File: config.mk
export PLATFORM = sky130hd
export DESIGN_NAME = io_uart_tx
export DESIGN_NICKNAME = d
export VERILOG_FILES = /design/src/rtl/defines.sv /design/src/rtl/sync_fifo.sv /design/src/rtl/io_uart_tx.sv
export SDC_FILE = /design/constraint.sdc
export NUM_CORES = 1
export LEC_CHECK = 0
export BUFFER_PORTS_ARGS = -buffer_cell sky130_fd_sc_hd__buf_2
export CORE_MARGIN = 4
export CORE_UTILIZATION = 64
export DETAILED_ROUTE_END_ITERATION = 8
export PLACE_DENSITY = 0.95
export SLEW_MARGIN = 40
export SYNTH_ARGS = -nofsm -noshare
export SYNTH_HDL_FRONTEND = slang
export SYNTH_SLANG_ARGS = --single-unit
File: constraint.sdc
create_clock -name clk -period 4.6 [get_ports clk]
set_input_delay 0.46 -clock clk [delete_from_list [all_inputs] [get_ports clk]]
set_output_delay 0.46 -clock clk [all_outputs]
set_load 0.1 [all_outputs]
File: src/rtl/defines.sv
// rtl/defines.sv - shared constants and types for the io_uart_tx core
package defines;

    // io_cs fan-out: this core owns bit IO_UART_TX_CORE of the LSU chip-select vector
    localparam int NUM_IO_CORES    = 4;
    localparam int IO_UART_TX_CORE = 1;

    // Register byte offsets within the core's 0x100 window
    localparam logic [7:0] UART_TXDATA_OFFSET = 8'h00;
    localparam logic [7:0] UART_STATUS_OFFSET = 8'h04;
    localparam logic [7:0] UART_BAUD_OFFSET   = 8'h08;

    // STATUS bit positions
    localparam int STATUS_FULL_BIT  = 0;
    localparam int STATUS_EMPTY_BIT = 1;
    localparam int STATUS_BUSY_BIT  = 2;
    localparam int STATUS_OVF_BIT   = 3;
    localparam int STATUS_COUNT_LSB = 8;
    localparam int STATUS_COUNT_MSB = 11;

    typedef enum logic [1:0] {
        UART_IDLE  = 2'd0,
        UART_START = 2'd1,
        UART_DATA  = 2'd2,
        UART_STOP  = 2'd3
    } uart_tx_state_e;

endpackage

File: src/rtl/sync_fifo.sv
// rtl/sync_fifo.sv - single-clock FIFO with occupancy count
module sync_fifo #(
    parameter  int WIDTH = 8,
    parameter  int DEPTH = 8,
    localparam int AW    = $clog2(DEPTH),
    localparam int CW    = AW + 1
) (
    input  logic             clk,
    input  logic             rst_n,
    input  logic             push,
    input  logic [WIDTH-1:0] push_data,
    input  logic             pop,
    output logic [WIDTH-1:0] pop_data,
    output logic             full,
    output logic             empty,
    output logic [CW-1:0]    count
);

    logic [WIDTH-1:0] mem_q [DEPTH];
    logic [AW-1:0]    wr_ptr_q, wr_ptr_d;
    logic [AW-1:0]    rd_ptr_q, rd_ptr_d;
    logic [CW-1:0]    count_q, count_d;
    logic             push_ok;
    logic             pop_ok;

    assign full     = (count_q == CW'(DEPTH));
    assign empty    = (count_q == '0);
    assign count    = count_q;
    assign pop_data = mem_q[rd_ptr_q];

    // A push into a full FIFO still lands when a pop frees the head slot in the same cycle
    always_comb begin
        push_ok  = push && (!full || pop);
        pop_ok   = pop && !empty;
        wr_ptr_d = push_ok ? wr_ptr_q + AW'(1) : wr_ptr_q;
        rd_ptr_d = pop_ok  ? rd_ptr_q + AW'(1) : rd_ptr_q;
        count_d  = count_q;
        if (push_ok && !pop_ok) begin
            count_d = count_q + CW'(1);
        end else if (pop_ok && !push_ok) begin
            count_d = count_q - CW'(1);
        end
    end

    // Pointer and occupancy state
    always_ff @(posedge clk or negedge rst_n) begin
        if (!rst_n) begin
            wr_ptr_q <= '0;
            rd_ptr_q <= '0;
            count_q  <= '0;
        end else begin
            wr_ptr_q <= wr_ptr_d;
            rd_ptr_q <= rd_ptr_d;
            count_q  <= count_d;
        end
    end

    // Storage array; contents are don't-care while the pointers say empty
    always_ff @(posedge clk) begin
        if (push_ok) begin
            mem_q[wr_ptr_q] <= push_data;
        end
    end

endmodule

File: src/rtl/io_uart_tx.sv
// rtl/io_uart_tx.sv - MMIO UART transmitter: register file, TX FIFO and 8N1 serializer
module io_uart_tx
    import defines::*;
#(
    parameter int FIFO_DEPTH     = 8,
    parameter int RESET_BAUD_DIV = 868
) (
    input  logic        clk,
    input  logic        rst,
    input  logic        io_cs,
    input  logic        io_rd_en,
    input  logic        io_wr_en,
    input  logic [7:0]  io_addr,
    input  logic [31:0] io_wr_data,
    input  logic [3:0]  io_wr_strobe,
    output logic [31:0] io_rd_data,
    output logic        io_rd_valid,
    output logic        uart_tx
);

    localparam int CW = $clog2(FIFO_DEPTH) + 1;

    logic          rd;
    logic          wr;
    logic          mapped;
    logic [1:0]    reg_sel;
    logic          sel_txdata;
    logic          sel_status;
    logic          sel_baud;
    logic          push_req;
    logic          ovf_set;
    logic          ovf_clr;

    logic          fifo_pop;
    logic [7:0]    fifo_pop_data;
    logic          fifo_full;
    logic          fifo_empty;
    logic [CW-1:0] fifo_count;

    logic [15:0]   baud_q, baud_d;
    logic          ovf_q, ovf_d;
    logic [31:0]   rd_data_q, rd_data_d;
    logic          rd_valid_q, rd_valid_d;
    logic [31:0]   status_word;

    uart_tx_state_e state_q, state_d;
    logic [15:0]   cnt_q, cnt_d;
    logic [15:0]   div_q, div_d;
    logic [7:0]    shreg_q, shreg_d;
    logic [2:0]    bit_idx_q, bit_idx_d;
    logic          tx_q, tx_d;
    logic [15:0]   frame_div;
    logic          bit_done;
    logic          frame_start;

    // Address bits below word granularity and upper byte lanes carry nothing for this core
    logic unused_inputs;
    assign unused_inputs = ^{io_addr[1:0], io_wr_data[31:16], io_wr_strobe[3:2]};

    assign rd         = io_cs & io_rd_en;
    assign wr         = io_cs & io_wr_en;
    assign mapped     = (io_addr[7:4] == 4'h0);
    assign reg_sel    = io_addr[3:2];
    assign sel_txdata = mapped && (reg_sel == UART_TXDATA_OFFSET[3:2]);
    assign sel_status = mapped && (reg_sel == UART_STATUS_OFFSET[3:2]);
    assign sel_baud   = mapped && (reg_sel == UART_BAUD_OFFSET[3:2]);
    assign push_req   = wr && sel_txdata && io_wr_strobe[0];
    assign ovf_clr    = wr && sel_status && io_wr_strobe[0] && io_wr_data[STATUS_OVF_BIT];
    assign ovf_set    = push_req && fifo_full && !fifo_pop;

    assign uart_tx     = tx_q;
    assign io_rd_data  = rd_data_q;
    assign io_rd_valid = rd_valid_q;

    sync_fifo #(
        .WIDTH (8),
        .DEPTH (FIFO_DEPTH)
    ) u_tx_fifo (
        .clk       (clk),
        .rst_n     (rst),
        .push      (push_req),
        .push_data (io_wr_data[7:0]),
        .pop       (fifo_pop),
        .pop_data  (fifo_pop_data),
        .full      (fifo_full),
        .empty     (fifo_empty),
        .count     (fifo_count)
    );

    // STATUS word assembly
    always_comb begin
        status_word                                    = '0;
        status_word[STATUS_FULL_BIT]                   = fifo_full;
        status_word[STATUS_EMPTY_BIT]                  = fifo_empty;
        status_word[STATUS_BUSY_BIT]                   = (state_q != UART_IDLE);
        status_word[STATUS_OVF_BIT]                    = ovf_q;
        status_word[STATUS_COUNT_MSB:STATUS_COUNT_LSB] = 4'(fifo_count);
    end

    // Register writes and the registered read response; a set of overflow beats a clear
    always_comb begin
        baud_d = baud_q;
        if (wr && sel_baud) begin
            if (io_wr_strobe[0]) baud_d[7:0]  = io_wr_data[7:0];
            if (io_wr_strobe[1]) baud_d[15:8] = io_wr_data[15:8];
        end
        ovf_d = ovf_set ? 1'b1 : (ovf_clr ? 1'b0 : ovf_q);

        rd_valid_d = rd;
        rd_data_d  = '0;
        if (rd) begin
            if (sel_status)    rd_data_d = status_word;
            else if (sel_baud) rd_data_d = {16'h0000, baud_q};
        end
    end

    // Register file state
    always_ff @(posedge clk or negedge rst) begin
        if (!rst) begin
            baud_q     <= 16'(RESET_BAUD_DIV);
            ovf_q      <= 1'b0;
            rd_data_q  <= '0;
            rd_valid_q <= 1'b0;
        end else begin
            baud_q     <= baud_d;
            ovf_q      <= ovf_d;
            rd_data_q  <= rd_data_d;
            rd_valid_q <= rd_valid_d;
        end
    end

    // Serializer next state; a new frame may start from IDLE or straight out of a finished STOP
    always_comb begin
        state_d   = state_q;
        cnt_d     = cnt_q;
        div_d     = div_q;
        shreg_d   = shreg_q;
        bit_idx_d = bit_idx_q;
        tx_d      = tx_q;
        fifo_pop  = 1'b0;

        frame_div   = (baud_q == 16'd0) ? 16'd1 : baud_q;
        bit_done    = (cnt_q == 16'd0);
        frame_start = !fifo_empty &&
                      ((state_q == UART_IDLE) || ((state_q == UART_STOP) && bit_done));

        case (state_q)
            UART_IDLE: begin
                tx_d = 1'b1;
            end
            UART_START: begin
                if (bit_done) begin
                    state_d   = UART_DATA;
                    cnt_d     = div_q - 16'd1;
                    bit_idx_d = 3'd0;
                    tx_d      = shreg_q[0];
                end else begin
                    cnt_d = cnt_q - 16'd1;
                end
            end
            UART_DATA: begin
                if (bit_done) begin
                    cnt_d = div_q - 16'd1;
                    if (bit_idx_q == 3'd7) begin
                        state_d = UART_STOP;
                        tx_d    = 1'b1;
                    end else begin
                        shreg_d   = shreg_q >> 1;
                        bit_idx_d = bit_idx_q + 3'd1;
                        tx_d      = shreg_q[1];
                    end
                end else begin
                    cnt_d = cnt_q - 16'd1;
                end
            end
            UART_STOP: begin
                if (bit_done) begin
                    state_d = UART_IDLE;
                    tx_d    = 1'b1;
                end else begin
                    cnt_d = cnt_q - 16'd1;
                end
            end
            default: begin
                state_d = UART_IDLE;
                tx_d    = 1'b1;
            end
        endcase

        if (frame_start) begin
            fifo_pop = 1'b1;
            state_d  = UART_START;
            div_d    = frame_div;
            cnt_d    = frame_div - 16'd1;
            shreg_d  = fifo_pop_data;
            tx_d     = 1'b0;
        end
    end

    // Serializer state; reset drives the line idle immediately
    always_ff @(posedge clk or negedge rst) begin
        if (!rst) begin
            state_q   <= UART_IDLE;
            cnt_q     <= '0;
            div_q     <= 16'd1;
            shreg_q   <= '0;
            bit_idx_q <= '0;
            tx_q      <= 1'b1;
        end else begin
            state_q   <= state_d;
            cnt_q     <= cnt_d;
            div_q     <= div_d;
            shreg_q   <= shreg_d;
            bit_idx_q <= bit_idx_d;
            tx_q      <= tx_d;
        end
    end

endmodule

==> impl_metrics.py <==
metrics = {
    "power": {
        "seq_power_share_pct": 38.6,
        "power_density_mw_per_mm2": 606,
        "pwr-share-clk_pct": 27.3,
        "internal_power_uw": 3220,
        "peakVddDrop_mv": 0.494,
        "power.switching_uw": 1980,
        "pwr-share-comb_pct": 34.1,
        "p_leak_uw": 0.00352,
        "swShare_pct": 38.0,
    },
    "sta": {
        "max_slew_margin_pct": 43.6,
        "finClkSkew_ns": 0.00860,
        "tns_ns": 0,
        "finalHoldViolations": 0,
        "layout_min_cycle_time_ns": 3.60,
        "post-route-period-util_pct": 78.3,
        "setup_violations": 0,
        "max_freq_mhz": 278,
        "worst_pin_slew_ns": 0.846,
        "rsz0062_at_grt": "false",
        "slew_viol_final": 0,
    },
    "floorplan": {
        "die_x_um": 118,
        "pin_count": 83,
        "initial_core_util_pct": 66.3,
        "die-area_mm2": 0.0138,
        "die-height_um": 118,
        "num_rows": 39,
        "core_area_mm2": 0.0116,
    },
    "worst_setup_path": {
        "worst-path-buf-inv": 2,
        "cp_slowest_cell": "and4_1",
        "cp.arrival_ns": 3.91,
        "critical_path_class": "reg2reg",
        "critPathCaptureType": "flop",
        "cp.required_ns": 4.90,
        "cp_common_cell": "ha_1",
        "reg2reg_slack_ns": 1.0,
        "cp_top_family": "simple AND/OR/NAND/NOR gates",
        "cp-start-kind": "flop",
        "path_cells": "inv_1 -> ha_1 -> nor4b_2 -> and4_1 -> o311a_2 -> ha_1 -> inv_1 -> ha_1 -> a21o_1 -> a21oi_1 -> xnor2_1 -> nor2_1 -> xor2_1",
        "crit_fanout": 7,
        "max_stage_delay_ns": 0.52,
    },
    "worst_hold_path": {
        "hold_class": "in2async",
    },
    "yosys": {
        "synth_compound_area_share_pct": 10.1,
        "ys_types": 74,
        "synth_warnings": 0,
        "synth_edf_count": 64,
        "synthAdderAreaFrac_pct": 2.86,
        "yosys.area_share.simple_pct": 14.9,
        "ys.flop_type": "dfrtp_1",
        "synthMuxAreaShare_pct": 9.41,
        "synth_top_family_by_area": "simple AND/OR/NAND/NOR gates",
        "syn_area_mm2": 0.00770,
        "syn_inst": 646,
        "yosysSeqAreaShare_pct": 54.3,
        "synth-seq-cells": 154,
        "async_flop_share_pct": 58.4,
        "synth_xor_area_share_pct": 3.98,
        "avgSynthCellArea_um2": 11.9,
    },
    "route": {
        "post-route-drc-count": 0,
        "drt.antenna.violating_nets": 0,
        "avgRoutedWirePerCell_um": 25.1,
        "dr.pass1.iters": 7,
        "via_per_inst": 7.13,
        "wl_um": 21200,
        "detailedRoute.firstIterationViolations": 959,
        "vias": 6011,
    },
    "clocking": {
        "cts_made_buffers": 17,
        "clkTransAtPathRegs_ns": 0.06,
        "cts_tree": "yes",
        "cts_setup_buffers": 0,
        "holdBufCountCts": 0,
        "clkSinkCount": 154,
        "h-tree-depth": 4,
        "insertion_delay_ns": 0.43,
        "ctsLongestPathBuffers": 2,
        "cts_resized": 0,
        "root_buffer": "clkbuf_16",
    },
    "global_route": {
        "track_usage_pct": 30.4,
        "grt_max_degree": 91,
        "first_global_vias": 5937,
        "grt_pass1_wl_um": 32900,
        "antenna_found_initial": 0,
        "grt_overflow": 0,
    },
    "place": {
        "place.gp.congestion": 0.939,
        "dp_hpwl_um": 12300,
        "io_buffer_count": 46,
        "place_area_mm2": 0.00795,
    },
    "final_layout": {
        "n_antenna_cell": 0,
        "layout_commonest_cell": "dfrtp_1",
        "utilization_pct": 73.9,
        "area_growth_pct": 11.4,
        "nets": 753,
        "final_cell_mix": "dfrtp_1 (82), nand2_1 (75), edfxtp_1 (64)",
        "fillers": 604,
        "design_area_mm2": 0.00858,
        "drive_above_1_share_pct": 20.7,
    },
    "run": {
        "maxCapViolCount": 0,
    },
    "outcome": {
        "status": "complete, no violations",
    },
}
==> worst paths after layout <==
check                                from                    end  cells past startpoint
setup / recovery                 cnt_q[0]     u_tx_fifo.count[3]                     13
hold / removal                        rst               cnt_q[7]                      1
setup reg to reg                 cnt_q[0]     u_tx_fifo.count[3]                     13
hold reg to reg                   uart_tx                uart_tx                      2
max in group asynchronous             rst  u_tx_fifo.wr_ptr_q[2]                      1
min in group clk           io_wr_data[12]             baud_q[12]                      2
==> cell type report <==
| class | count | area (um2) | area share, % |
|---|---|---|---|
| multi-input cells | 444 | 3250 | 37.9 |
| clock inverters | 11 | 148 | 1.72 |
| well taps | 143 | 179 | 2.09 |
| repair buffers | 55 | 307 | 3.57 |
| clock buffers | 21 | 450 | 5.25 |
| flip-flops and latches | 154 | 4180 | 48.8 |
| inverters | 15 | 56.3 | 0.656 |
==> state kept, by name (all words and copies together), names as in the netlist <==
name and flops:
div_q 16, u_tx_fifo.mem_q 64, io_rd_data 16, baud_q 16, bit_idx_q 3, u_tx_fifo.count 4, shreg_q 8, cnt_q 16
u_tx_fifo.wr_ptr_q 3, ovf_q 1, state_q 2, u_tx_fifo.rd_ptr_q 3, io_rd_valid 1, uart_tx 1
==> logic make-up after synthesis <==
group | Yosys count
AO/OA/AOI/OAI | 110
XOR/XNOR | 35
adder cells (fa/ha/maj) | 17
buffers and inverters | 63
flip-flops | 154
multiplexers | 50
other | 1
AND/OR/NAND/NOR | 216
==> power by group through the flow <==
stage	Combinational (uW)	Clock (uW)	Sequential, uW
after floorplan	1420	0	1860
after global placement	1560	0	1970
after detailed placement	1640	0	2000
after CTS	1710	1420	1990
after global routing	1900	1480	2040
final	1780	1420	2010
==> through the flow <==
stage | total power [uW] | setup WS [ns] | hold slack, ns | cells
final | 5200 | 0.998 | 0.0540 | 843
after global routing | 5420 | 0.894 | 0.156 | 843
after CTS | 5110 | 1.13 | 0.146 | 843
after detailed placement | 3640 | 1.21 | 0.467 | 811
after global placement | 3530 | 1.42 | 0.457 | 811
after floorplan | 3280 | 1.49 | 0.164 | 661
==> synthesized netlist by cell type (9+ instances only) <==
| master | n | share of area, % |
|---|---|---|
| a211oi_1 | 10 | 0.98 |
| inv_1 | 14 | 0.68 |
| ha_1 | 16 | 2.6 |
| or4_1 | 11 | 1.1 |
| mux4_2 | 16 | 4.7 |
| dfrtp_1 | 83 | 27 |
| and3_1 | 10 | 0.81 |
| xnor2_1 | 23 | 2.6 |
| o21ai_0 | 15 | 0.98 |
| nor2_1 | 36 | 1.8 |
| buf_4 | 20 | 2.0 |
| mux2_2 | 18 | 2.6 |
| nand2_1 | 75 | 3.7 |
| mux2i_1 | 15 | 2.0 |
| nor3_1 | 17 | 1.1 |
| edfxtp_1 | 64 | 25 |
| buf_2 | 13 | 0.85 |
| clkbuf_1 | 12 | 0.59 |
| nor2b_1 | 9 | 0.73 |
| xor2_1 | 12 | 1.4 |
| a21oi_1 | 20 | 1.3 |
| nor4_1 | 11 | 0.89 |
| nand3_1 | 10 | 0.65 |
==> per-layer routing <==
layer,share of wire [%],up-vias,GRT usage [%],wire (um)
met1,34,2918,37.2,7110
met4,4.7,0,12.5,991
li1,-,2459,-,-
met5,0,-,0,0
met3,12,106,8.65,2600
met2,49,528,51.1,10500
No activity file was read; power rests on OpenSTA's default activity.
